$ cat config.mk
export PLATFORM = sky130hd
export DESIGN_NAME = branch_sequencer
export DESIGN_NICKNAME = d
export VERILOG_FILES = /design/src/rtl/branch_sequencer.sv
export SDC_FILE = /design/constraint.sdc
export NUM_CORES = 1
export LEC_CHECK = 0
export ABC_AREA = 1
export CAP_MARGIN = 20
export CORE_AREA = 5 5 190 119
export DETAILED_ROUTE_END_ITERATION = 8
export DIE_AREA = 0 0 195 124
export GPL_TIMING_DRIVEN = 1
export PLACE_DENSITY_LB_ADDON = 0.05
export SLEW_MARGIN = 15
export SYNTH_ARGS = -nofsm -noshare
export SYNTH_HDL_FRONTEND = slang
export SYNTH_SLANG_ARGS = --single-unit
export TNS_END_PERCENT = 20
$ cat constraint.sdc
create_clock -name clk -period 2.7 [get_ports clk]
set_input_delay 0.27 -clock clk [delete_from_list [all_inputs] [get_ports clk]]
set_output_delay 0.27 -clock clk [all_outputs]
set_load 0.01 [all_outputs]
$ cat src/rtl/branch_sequencer.sv
// Fetch-side PC controller: predict-not-taken sequencing, EX branch redirect,
// ID jumps, stall/halt handling and saturating branch statistics.
module branch_sequencer #(
    parameter logic [31:0] RESET_PC = 32'h0000_0000,
    parameter int          CNT_W    = 16
) (
    input  logic             clk,
    input  logic             rst_n,
    input  logic             stall,
    input  logic             halt_req,
    input  logic             jump_valid,
    input  logic [31:0]      jump_target,
    input  logic             ex_branch_valid,
    input  logic             ex_branch_taken,
    input  logic [31:0]      ex_pc,
    input  logic [31:0]      ex_branch_offset,
    output logic [31:0]      if_pc,
    output logic             if_valid,
    output logic             flush_if_id,
    output logic             flush_id_ex,
    output logic             halted,
    output logic             misalign_err,
    output logic [CNT_W-1:0] branch_count,
    output logic [CNT_W-1:0] taken_count
);

    typedef enum logic [1:0] {BOOT, RUN, REDIRECT, HALTED} state_t;

    state_t            r_state, w_state_nxt;
    logic [31:0]       r_pc, w_pc_nxt;
    logic              r_misalign, w_mis_set;
    logic              w_flush_if_id, w_flush_id_ex;
    logic              w_taken, w_cnt_en;
    logic [CNT_W-1:0]  r_branch_cnt, r_taken_cnt;

    assign w_taken  = ex_branch_valid & ex_branch_taken;
    assign w_cnt_en = (r_state == RUN) & ex_branch_valid;

    always_comb begin
        w_state_nxt   = r_state;
        w_pc_nxt      = r_pc;
        w_mis_set     = 1'b0;
        w_flush_if_id = 1'b0;
        w_flush_id_ex = 1'b0;
        case (r_state)
            BOOT:     w_state_nxt = RUN;
            RUN: begin
                // A taken branch kills everything younger, including any jump/halt/stall.
                if (w_taken) begin
                    w_flush_if_id = 1'b1;
                    w_flush_id_ex = 1'b1;
                    w_pc_nxt      = ex_pc + 32'd4 + ex_branch_offset;
                    w_state_nxt   = REDIRECT;
                end else if (jump_valid) begin
                    w_flush_if_id = 1'b1;
                    w_pc_nxt      = {jump_target[31:2], 2'b00};
                    w_mis_set     = (jump_target[1:0] != 2'b00);
                    w_state_nxt   = REDIRECT;
                end else if (halt_req) begin
                    w_state_nxt   = HALTED;
                end else if (!stall) begin
                    w_pc_nxt      = r_pc + 32'd4;
                end
            end
            REDIRECT: w_state_nxt = RUN;
            HALTED:   w_state_nxt = HALTED;
            default:  w_state_nxt = BOOT;
        endcase
    end

    always_ff @(posedge clk or negedge rst_n) begin
        if (!rst_n) begin
            r_state      <= BOOT;
            r_pc         <= RESET_PC;
            r_misalign   <= 1'b0;
            r_branch_cnt <= '0;
            r_taken_cnt  <= '0;
        end else begin
            r_state <= w_state_nxt;
            r_pc    <= w_pc_nxt;
            if (w_mis_set)
                r_misalign <= 1'b1;
            if (w_cnt_en && (r_branch_cnt != {CNT_W{1'b1}}))
                r_branch_cnt <= r_branch_cnt + {{(CNT_W-1){1'b0}}, 1'b1};
            if (w_cnt_en && ex_branch_taken && (r_taken_cnt != {CNT_W{1'b1}}))
                r_taken_cnt <= r_taken_cnt + {{(CNT_W-1){1'b0}}, 1'b1};
        end
    end

    assign if_pc        = r_pc;
    assign if_valid     = (r_state == RUN);
    assign halted       = (r_state == HALTED);
    assign flush_if_id  = w_flush_if_id;
    assign flush_id_ex  = w_flush_id_ex;
    assign misalign_err = r_misalign;
    assign branch_count = r_branch_cnt;
    assign taken_count  = r_taken_cnt;

endmodule

## Yosys cells after proc, flatten, opt, wreduce, memory -nomap -nowiden

Cells that the tools add are included.

- Output and inout bits: 69
- Bits in registers: 67
- Bits in latches: 0
- Input bits: 103
- Bits in read-only memories: 0
- Logic and storage cells: 43
- Bits in writable memories: 0
- Memories: 0

- Shift operators: 0
- $add $sub $neg: 5
- $mul: 0
- Multiplexer cells: 16
- Order comparisons: 0
- Divide/modulo/power cells: 0
- Bitwise operators: 2
- Reduce and logical (&&, ||, !) cells: 7
- Equality and inequality tests: 8

Operators with widths:

| cell | number |
|---|---|
| $mux W32 | 4 |
| $add A32 B3 Y32 const B | 2 |
| $add A16 B1 Y16 const B | 2 |
| $add A32 B32 Y32 | 1 |
| $ne A16 B16 Y1 const B | 2 |
| $mux W1 | 8 |
| $mux W2 | 3 |
| $ne A3 B1 Y1 const B | 2 |
| $pmux W2 S3 | 1 |
| $eq A2 B2 Y1 const B | 2 |
| $ne A4 B3 Y1 const B | 1 |
| $logic_and A1 B1 Y1 | 3 |
| $reduce_and A3 Y1 | 1 |
| $and A1 B1 Y1 | 2 |
| $eq A2 B1 Y1 const B | 1 |
| $logic_not A2 Y1 | 1 |
| $reduce_bool A2 Y1 | 1 |
| $reduce_or A2 Y1 | 1 |

## Logic depth before layout (Yosys ltp)

Gate-level depths: netlist (run 1).

- Depth in word-level cells: 5
- Mapped depth: 15
- Mapped depth without buffers: 15

## Worst setup path before layout (run 1)

No wires, ideal clock.

- Path type: input to register
- Start point: in ex_pc[1]
- End point: reg r_pc[29] (netlist: if_pc[29])
- Setup slack: 675 ps
- Library setup time: 77 ps
- Arrival: 1947 ps
- Stages: 13
- Cells stage by stage: ha_1 -> ha_1 -> inv_1 -> fa_1 -> inv_1 -> nand3_1 -> nand3_1 -> nand3_1 -> nand3_1 -> nand2_1 -> nand3_1 -> nand3_1 -> a21oi_1

- Cells in the longest elaborated chain, start to end: 3

RTL lines:

| what | RTL line | text |
|---|---|---|
| start: declaration | 15 | `input logic [31:0] ex_pc,` |
| $add A32 B3 Y32 | 52 | `w_pc_nxt = ex_pc + 32'd4 + ex_branch_offset;` |
| $add A32 B32 Y32 | 52 |  |
| $mux W32 | 49 | `if (w_taken) begin` |
| end signal: assignment | 80 | `r_pc <= w_pc_nxt;` |
| end: declaration | 30 | `logic [31:0] r_pc, w_pc_nxt;` |

Every way passes these cells.
A chain may end at the register's enable or synchronous reset.

## Worst setup path in the final report (run 1)

- Start point: in ex_pc[1]
- End point: reg r_pc[31] (netlist: if_pc[31])

The elaborated chain is that of the path after synthesis.

==> out/metrics.yaml, run 1 <==
layout:
  n_fill_cell: 2181
  stdcell_count: 1583
  postLayoutCoreUtil_pct: 46.2
  drive_above_1_share_pct: 6.29
  syn2layout_area_growth_pct: 34.3
  antennaDiodeCount: 0
  fin_nets: 1467
timing:
  finalCritPeriodShare_pct: 88.0
  clock.fmax_ghz: 0.421
  setup-tns-final_ns: 0
  rsz0062_at_grt: "no"
  slew_viol_final: 0
  worstMarginPinSlew_ns: 0.591
  relSlewSlack_pct: 60.6
  fin_skew_ns: 0.00762
  hold_viol_final: 0
  setup_violations: 0
  fin_crit_ns: 2.38
flow_run:
  drv_cap: 0
critical_path:
  r2r_setup_slack_ns: 0.60
  start_kind: "input pin"
  worst-path-buf-inv: 3
  cp_max_fo: 4
  cp-end-kind: "flip-flop"
  slowest_delay_ns: 0.41
  path_class: "in2reg"
  worst_ep_required_time_ns: 2.95
  crit_arrival_ns: 2.63
  slowest_stage: "fa_1"
  critPathTopFamily: "adder cells"
  path_common_cell: "nand2_1"
  cp_cell_sequence: "clkdlybuf4s50_1 > ha_1 > ha_1 > inv_1 > fa_1 > inv_1 > nand2_1 > nand3_1 > nand2_1 > nand2_1 > nand2_1 > nand3_1 > nand3_1 > a21oi_1"
placed_design:
  routabilityCongestion: 0.902
  dp.final_hpwl_um: 20700
  portBuffers: 171
  dpl.cell_count: 1566
route:
  drc_errors: 0
  vias: 7655
  vias_per_cell: 4.84
  drt_first_pass_iters: 6
  wire_per_inst_um: 15.8
  wl_um: 25000
  drtAntennaViolNets: 0
  dr.first_iter.drc_count: 626
floorplanning:
  dieWidth_um: 195
  die-area_um2: 24200
  rows: 41
  ios: 172
  fp.dieH_um: 124
  initial_core_util_pct: 34.4
  core_um2: 20600
synthesis:
  syn_inst: 1114
  synth-seq-cells: 67
  yosysWarnings: 0
  syn_nets: 1282
  ys_top_cells_by_area: "dfrtp_1 (24%), nand2_1 (18%), ha_1 (11%)"
  yosysMostFrequentCell: "nand2_1"
  synth_seq_area_share_pct: 23.6
  synthTopCellsByCount: "nand2_1 (338), nor2_1 (159), inv_1 (135), nand3_1 (82), dfrtp_1 (67)"
  synth_area_um2: 7100
  synth.distinct_cells: 47
  async_flop_share_pct: 100
  yosysTopAreaCell: "dfrtp_1"
  synth_top_area_share_pct: 23.6
  synth_area_per_cell_um2: 6.38
  synth-edff-count: 0
  ys.flop_type: "dfrtp_1"
power:
  p_seq_share_pct: 30.5
  netSwitchingPower_uw: 2500
  vdd_drop_max_uv: 358
  internal-power_uw: 3230
  switching_share_pct: 43.7
  power.leakage_uw: 0.00468
  p_comb_share_pct: 49.8
  power.density_nw_per_um2: 601
  p_clk_share_pct: 19.7
cts:
  cts_buffers: 9
  htree_levels: 3
  clock-root-buffer: "clkbuf_16"
  clk_path_buf_depth: 2
  cts_tree: "yes"
  post_cts_resized: 0
  cts.clk_slew.worst_paths_ns: 0.06
  clock-sinks: 67
  worstSkewPairLatency_ns: 0.33
global_routing:
  grt_pass1_wl_um: 38800
  grt_pass1_vias: 6963
  grt_usage_pct: 20.3
  gr-total-overflow: 0
  grt_antenna_before_repair: 0
  grt_max_degree: 49
hold_path:
  min_path_type: "in2async"
outcome:
  outcome: "finished clean"
-- registers in the layout, summed over array words and instances, names as in the netlist --
name          cells
branch_count     16
misalign_err      1
if_pc            32
r_state           2
taken_count      16
-- cell type report --
| class | count | area [um2] | share of cell area (%) |
|---|---|---|---|
| Multi-Input combinational cell | 880 | 4780 | 50.1 |
| Timing Repair Buffer | 191 | 1880 | 19.8 |
| Sequential cell | 67 | 1680 | 17.6 |
| Inverter | 150 | 568 | 5.96 |
| Tap cell | 279 | 349 | 3.66 |
| Clock buffer | 12 | 256 | 2.69 |
| Clock inverter | 4 | 25.0 | 0.262 |
-- path summary, 6_finish.rpt --
kind / depth (start not counted) / from / endpoint
worst max-delay path: 14 / ex_pc[1] / if_pc[31]$_DFFE_PN0P_
max in group asynchronous: 3 / rst_n / if_pc[0]$_DFFE_PN0P_
worst max register to register: 10 / if_pc[2]$_DFFE_PN0P_ / if_pc[30]$_DFFE_PN0P_
worst min register to register: 1 / branch_count[14]$_DFFE_PN0P_ / branch_count[14]$_DFFE_PN0P_
worst min-delay path: 2 / rst_n / if_pc[30]$_DFFE_PN0P_
min in group clk: 1 / branch_count[14]$_DFFE_PN0P_ / branch_count[14]$_DFFE_PN0P_
-- power groups by stage --
stage          clock network [uW]  registers (uW)  logic [uW]
2_1_floorplan                   0            1730        1470
3_3_place_gp                    0            1760        2810
3_5_place_dp                    0            1760        2830
4_1_cts                      1150            1750        2850
5_1_grt                      1190            1810        3190
6_report                     1130            1750        2850
-- cell usage in the layout (no fill, tap or decap), types with 10 or more instances in the layout --
| cell type | instances |
|---|---|
| nor3_1 | 13 |
| xnor2_1 | 12 |
| nand2_1 | 338 |
| inv_2 | 11 |
| ha_1 | 64 |
| dfrtp_1 | 67 |
| a31oi_1 | 10 |
| nand4_1 | 10 |
| nand3_1 | 82 |
| inv_1 | 135 |
| a21oi_1 | 57 |
| clkdlybuf4s50_1 | 170 |
| xor2_1 | 34 |
| buf_4 | 17 |
| nor2_1 | 159 |
| o21ai_0 | 15 |
| nor2_4 | 11 |
| o21ai_1 | 11 |
| nand3b_1 | 17 |
-- what timing repair did --
item | CTS | global route
endpoints found under the hold margin | 21 | 0
setup buffers | 0 | 0
endpoints found under the setup margin | 0 | 0
hold buffers | 1 | 0
-- per-layer routing --
layer  up-vias  global-route usage [%]  part of all wire, %
met5         -                       0                    0
met3        10                    5.68                   10
met4         0                    1.70                 0.40
met2       291                    25.4                   36
li1       3928                       -                    -
met1      3426                    34.0                   54
-- cell families after synthesis --
logic type / after synthesis / synth area share (%)
and+or+nand+nor: 657 / 41.2
xor gates and xnor gates: 46 / 5.67
DFF: 67 / 23.6
adders and majority gates: 65 / 11.6
AOI/OAI and AO/OA: 111 / 8.69
muxes: 1 / 0.159
buffers and inverters: 167 / 9.13
-- per-stage QoR --
stage / hold WS [ns] / power (uW) / cell area, um2 / setup WS, ns
final: 0.469 / 5730 / 9540 / 0.324
after global placement: 0.293 / 4570 / 9250 / 0.0554
after CTS: 0.498 / 5750 / 9540 / 0.352
after global routing: 0.524 / 6190 / 9540 / 0.104
after floorplan: -0.0256 / 3200 / 7100 / 0.675
after detailed placement: 0.305 / 4590 / 9250 / 0.00347
Power figures use the tool's default switching activity.
==> inputs of run 2 (changes only) <==
CORE_AREA = 5 5 114 197   (was 5 5 190 119)
DIE_AREA = 0 0 119 202   (was 0 0 195 124)
SLEW_MARGIN = 20   (was 15)
==> run 2 against run 1 <==
  * Critical path depth fell by 4
  * Final cell count down 2.1%
  * Combinational power decreased by 2%
  * Largest cell class unchanged
  * Highest routed layer unchanged
==> out/metrics.yaml, run 2 (synthesized netlist as in run 1, its figures left out) <==
critical_path:
  cp_max_fo: 6  # +2
  start_kind: "flip-flop"
  path_class: "reg2reg"
  cp-end-kind: "flip-flop"
  worst-path-buf-inv: 2  # -1
  worst_ep_required_time_ns: 2.93  # -0.02 ns
  cp_cell_sequence: "ha_1 > inv_1 > nor2_4 > nand2_1 > clkinv_1 > nand2_1 > nand2_1 > nand3_1 > a21oi_1 > a21oi_1"
  slowest_stage: "dfrtp_1"
  crit_arrival_ns: 2.64  # about the same
  path_common_cell: "nand2_1"
  critPathTopFamily: "simple AND/OR/NAND/NOR gates"
  slowest_delay_ns: 0.43  # +0.02 ns
cts:
  worstSkewPairLatency_ns: 0.35  # +0.02 ns
  cts_buffers: 9  # unchanged
  cts.clk_slew.worst_paths_ns: 0.06  # about the same
  cts_tree: "yes"
  clock-sinks: 67  # unchanged
  clock-root-buffer: "clkbuf_16"
  htree_levels: 3  # unchanged
  clk_path_buf_depth: 2  # unchanged
global_routing:
  grt_antenna_before_repair: 0  # unchanged
  gr-total-overflow: 0  # unchanged
  grt_pass1_vias: 7837  # +13%
  grt_usage_pct: 21.2  # +0.93 points
  grt_pass1_wl_um: 40100  # +3.4%
  grt_max_degree: 49  # unchanged
timing:
  rsz0062_at_grt: "no"
  relSlewSlack_pct: 49.9  # -11 points
  worstMarginPinSlew_ns: 0.752  # +0.160 ns
  setup-tns-final_ns: 0  # unchanged
  hold_viol_final: 0  # unchanged
  setup_violations: 0  # unchanged
  clock.fmax_ghz: 0.414  # -1.7%
  fin_skew_ns: 0.00721  # -0.000409 ns
  finalCritPeriodShare_pct: 89.5  # +1.5 points
  setup_slack_ns: 0.283  # -0.0403 ns
  fin_crit_ns: 2.42  # +0.0403 ns
  slew_viol_final: 0  # unchanged
placed_design:
  post-place-ws_ns: 0.0687  # +0.0653 ns
  routabilityCongestion: 0.945  # +4.8%
  portBuffers: 171  # unchanged
  dp.final_hpwl_um: 21000  # +1.1%
layout:
  fin_nets: 1461  # -0.41%
  most-common-layout-cells: "nand2_1 (338), clkdlybuf4s50_1 (170), nor2_1 (159)"
  largest_reg_flops: 32  # unchanged
  antennaDiodeCount: 0  # unchanged
  syn2layout_area_growth_pct: 33.5
  n_fill_cell: 2251  # +3.2%
  final_common_cell: "nand2_1"
  drive_above_1_share_pct: 5.71  # -0.58 points
  postLayoutCoreUtil_pct: 45.9  # -0.36 points
route:
  wl_um: 25100  # +0.11%
  met2_length_um: 13700  # +54%
  top_layer_used: "met4"
  dr.first_iter.drc_count: 352  # -44%
  drt_first_pass_iters: 5  # -1
  drtAntennaViolNets: 0  # unchanged
  wl_met1_um: 9270  # -31%
  routed-wl-met3_um: 801  # -68%
  vias_per_cell: 4.88  # +0.94%
  drc_errors: 0  # unchanged
  wire_per_inst_um: 16.2  # +2.3%
  vias: 7561  # -1.2%
power:
  internal-power_uw: 3320  # +2.8%
  vdd_drop_max_uv: 333  # -6.9%
  switching_share_pct: 42.3  # -1.4 points
  power.leakage_uw: 0.00466  # -0.35%
  p_seq_share_pct: 30.0  # -0.5 points
  netSwitchingPower_uw: 2430  # -2.9%
  p_clk_share_pct: 21.3  # +1.6 points
  p_comb_share_pct: 48.7  # -1.1 points
  power.density_nw_per_um2: 606  # +0.85%
floorplanning:
  dieWidth_um: 119  # -39%
  ios: 172  # unchanged
  core_um2: 20700  # +0.23%
  fp.dieH_um: 202  # +63%
  initial_core_util_pct: 34.4  # -0.079 points
  die-area_um2: 24000  # -0.59%
  rows: 70  # +71%
outcome:
  outcome: "finished clean"
flow_run:
  drv_cap: 0  # unchanged
hold_path:
  min_path_type: "reg2reg"
-- run 2: changes by cell type in the layout (fill, tap and decap cells not counted), sizes merged --
cell / change
clkinvlp: -2
clkbuf: +1
clkinv: -1
buf: -6
bufinv: +1
-- run 2: worst reg2reg max path, stage by stage (launching register included) --
cell and delay [ns]:
dfrtp_1 0.43, ha_1 0.38, inv_1 0.16, nor2_4 0.27, nand2_1 0.24, clkinv_1 0.15, nand2_1 0.06, nand2_1 0.06
nand3_1 0.06, a21oi_1 0.35, a21oi_1 0.12
-- run 2: metrics by stage --
step	total power, uW	cells	cell area, um2	hold slack [ns]
2_1_floorplan	3200	1114	7100	-0.0256
3_3_place_gp	4540	1533	9180	0.380
3_5_place_dp	4560	1533	9180	0.375
4_1_cts	5810	1549	9480	0.482
5_1_grt	6160	1549	9480	0.501
6_report	5750	1549	9480	0.481
-- run 2: worst paths after layout --
| path | startpoint | slack [ns] | end | cells after the start |
|---|---|---|---|---|
| setup / recovery | if_pc[2]$_DFFE_PN0P_ | 0.28 | if_pc[26]$_DFFE_PN0P_ | 10 |
| hold / removal | misalign_err$_DFFE_PN0P_ | 0.48 | misalign_err$_DFFE_PN0P_ | 1 |
| max in group asynchronous | rst_n | 1.47 | branch_count[7]$_DFFE_PN0P_ | 3 |
| min in group asynchronous | rst_n | 0.52 | if_pc[20]$_DFFE_PN0P_ | 2 |
| setup reg to reg | if_pc[2]$_DFFE_PN0P_ | 0.28 | if_pc[26]$_DFFE_PN0P_ | 10 |
| hold reg to reg | misalign_err$_DFFE_PN0P_ | 0.48 | misalign_err$_DFFE_PN0P_ | 1 |
-- run 2: routing by layer --
layer | GRT usage (%) | vias up
met4 | 11.1 | 0
met1 | 21.4 | 3439
met5 | 0 | -
li1 | - | 3908
met2 | 40.5 | 154
met3 | 3.78 | 60
-- run 2: area by class of cell --
type / count / area [um2] / area share [%]
clock buffer: 13 / 260 / 2.74
clock inverter: 2 / 35.0 / 0.369
inverter: 150 / 568 / 5.99
multi-input combinational: 880 / 4780 / 50.4
sequential: 67 / 1680 / 17.7
tap: 252 / 315 / 3.32
timing repair buffer: 185 / 1850 / 19.5
-- run 2: timing repair --
item | 4_1_cts | 5_1_grt
resized for setup | 0 | 0
endpoints found under the setup margin | 0 | 0
buffers inserted | 0 | 0
hold buffers | 1 | 0
hold endpoints to repair | 6 | 0
-- run 2: power by group through the flow --
stage | registers [uW] | logic, uW | clock network (uW)
after floorplan | 1730 | 1470 | 0
after global placement | 1740 | 2790 | 0
after detailed placement | 1740 | 2820 | 0
after CTS | 1720 | 2830 | 1260
after global routing | 1780 | 3100 | 1290
final | 1720 | 2800 | 1220
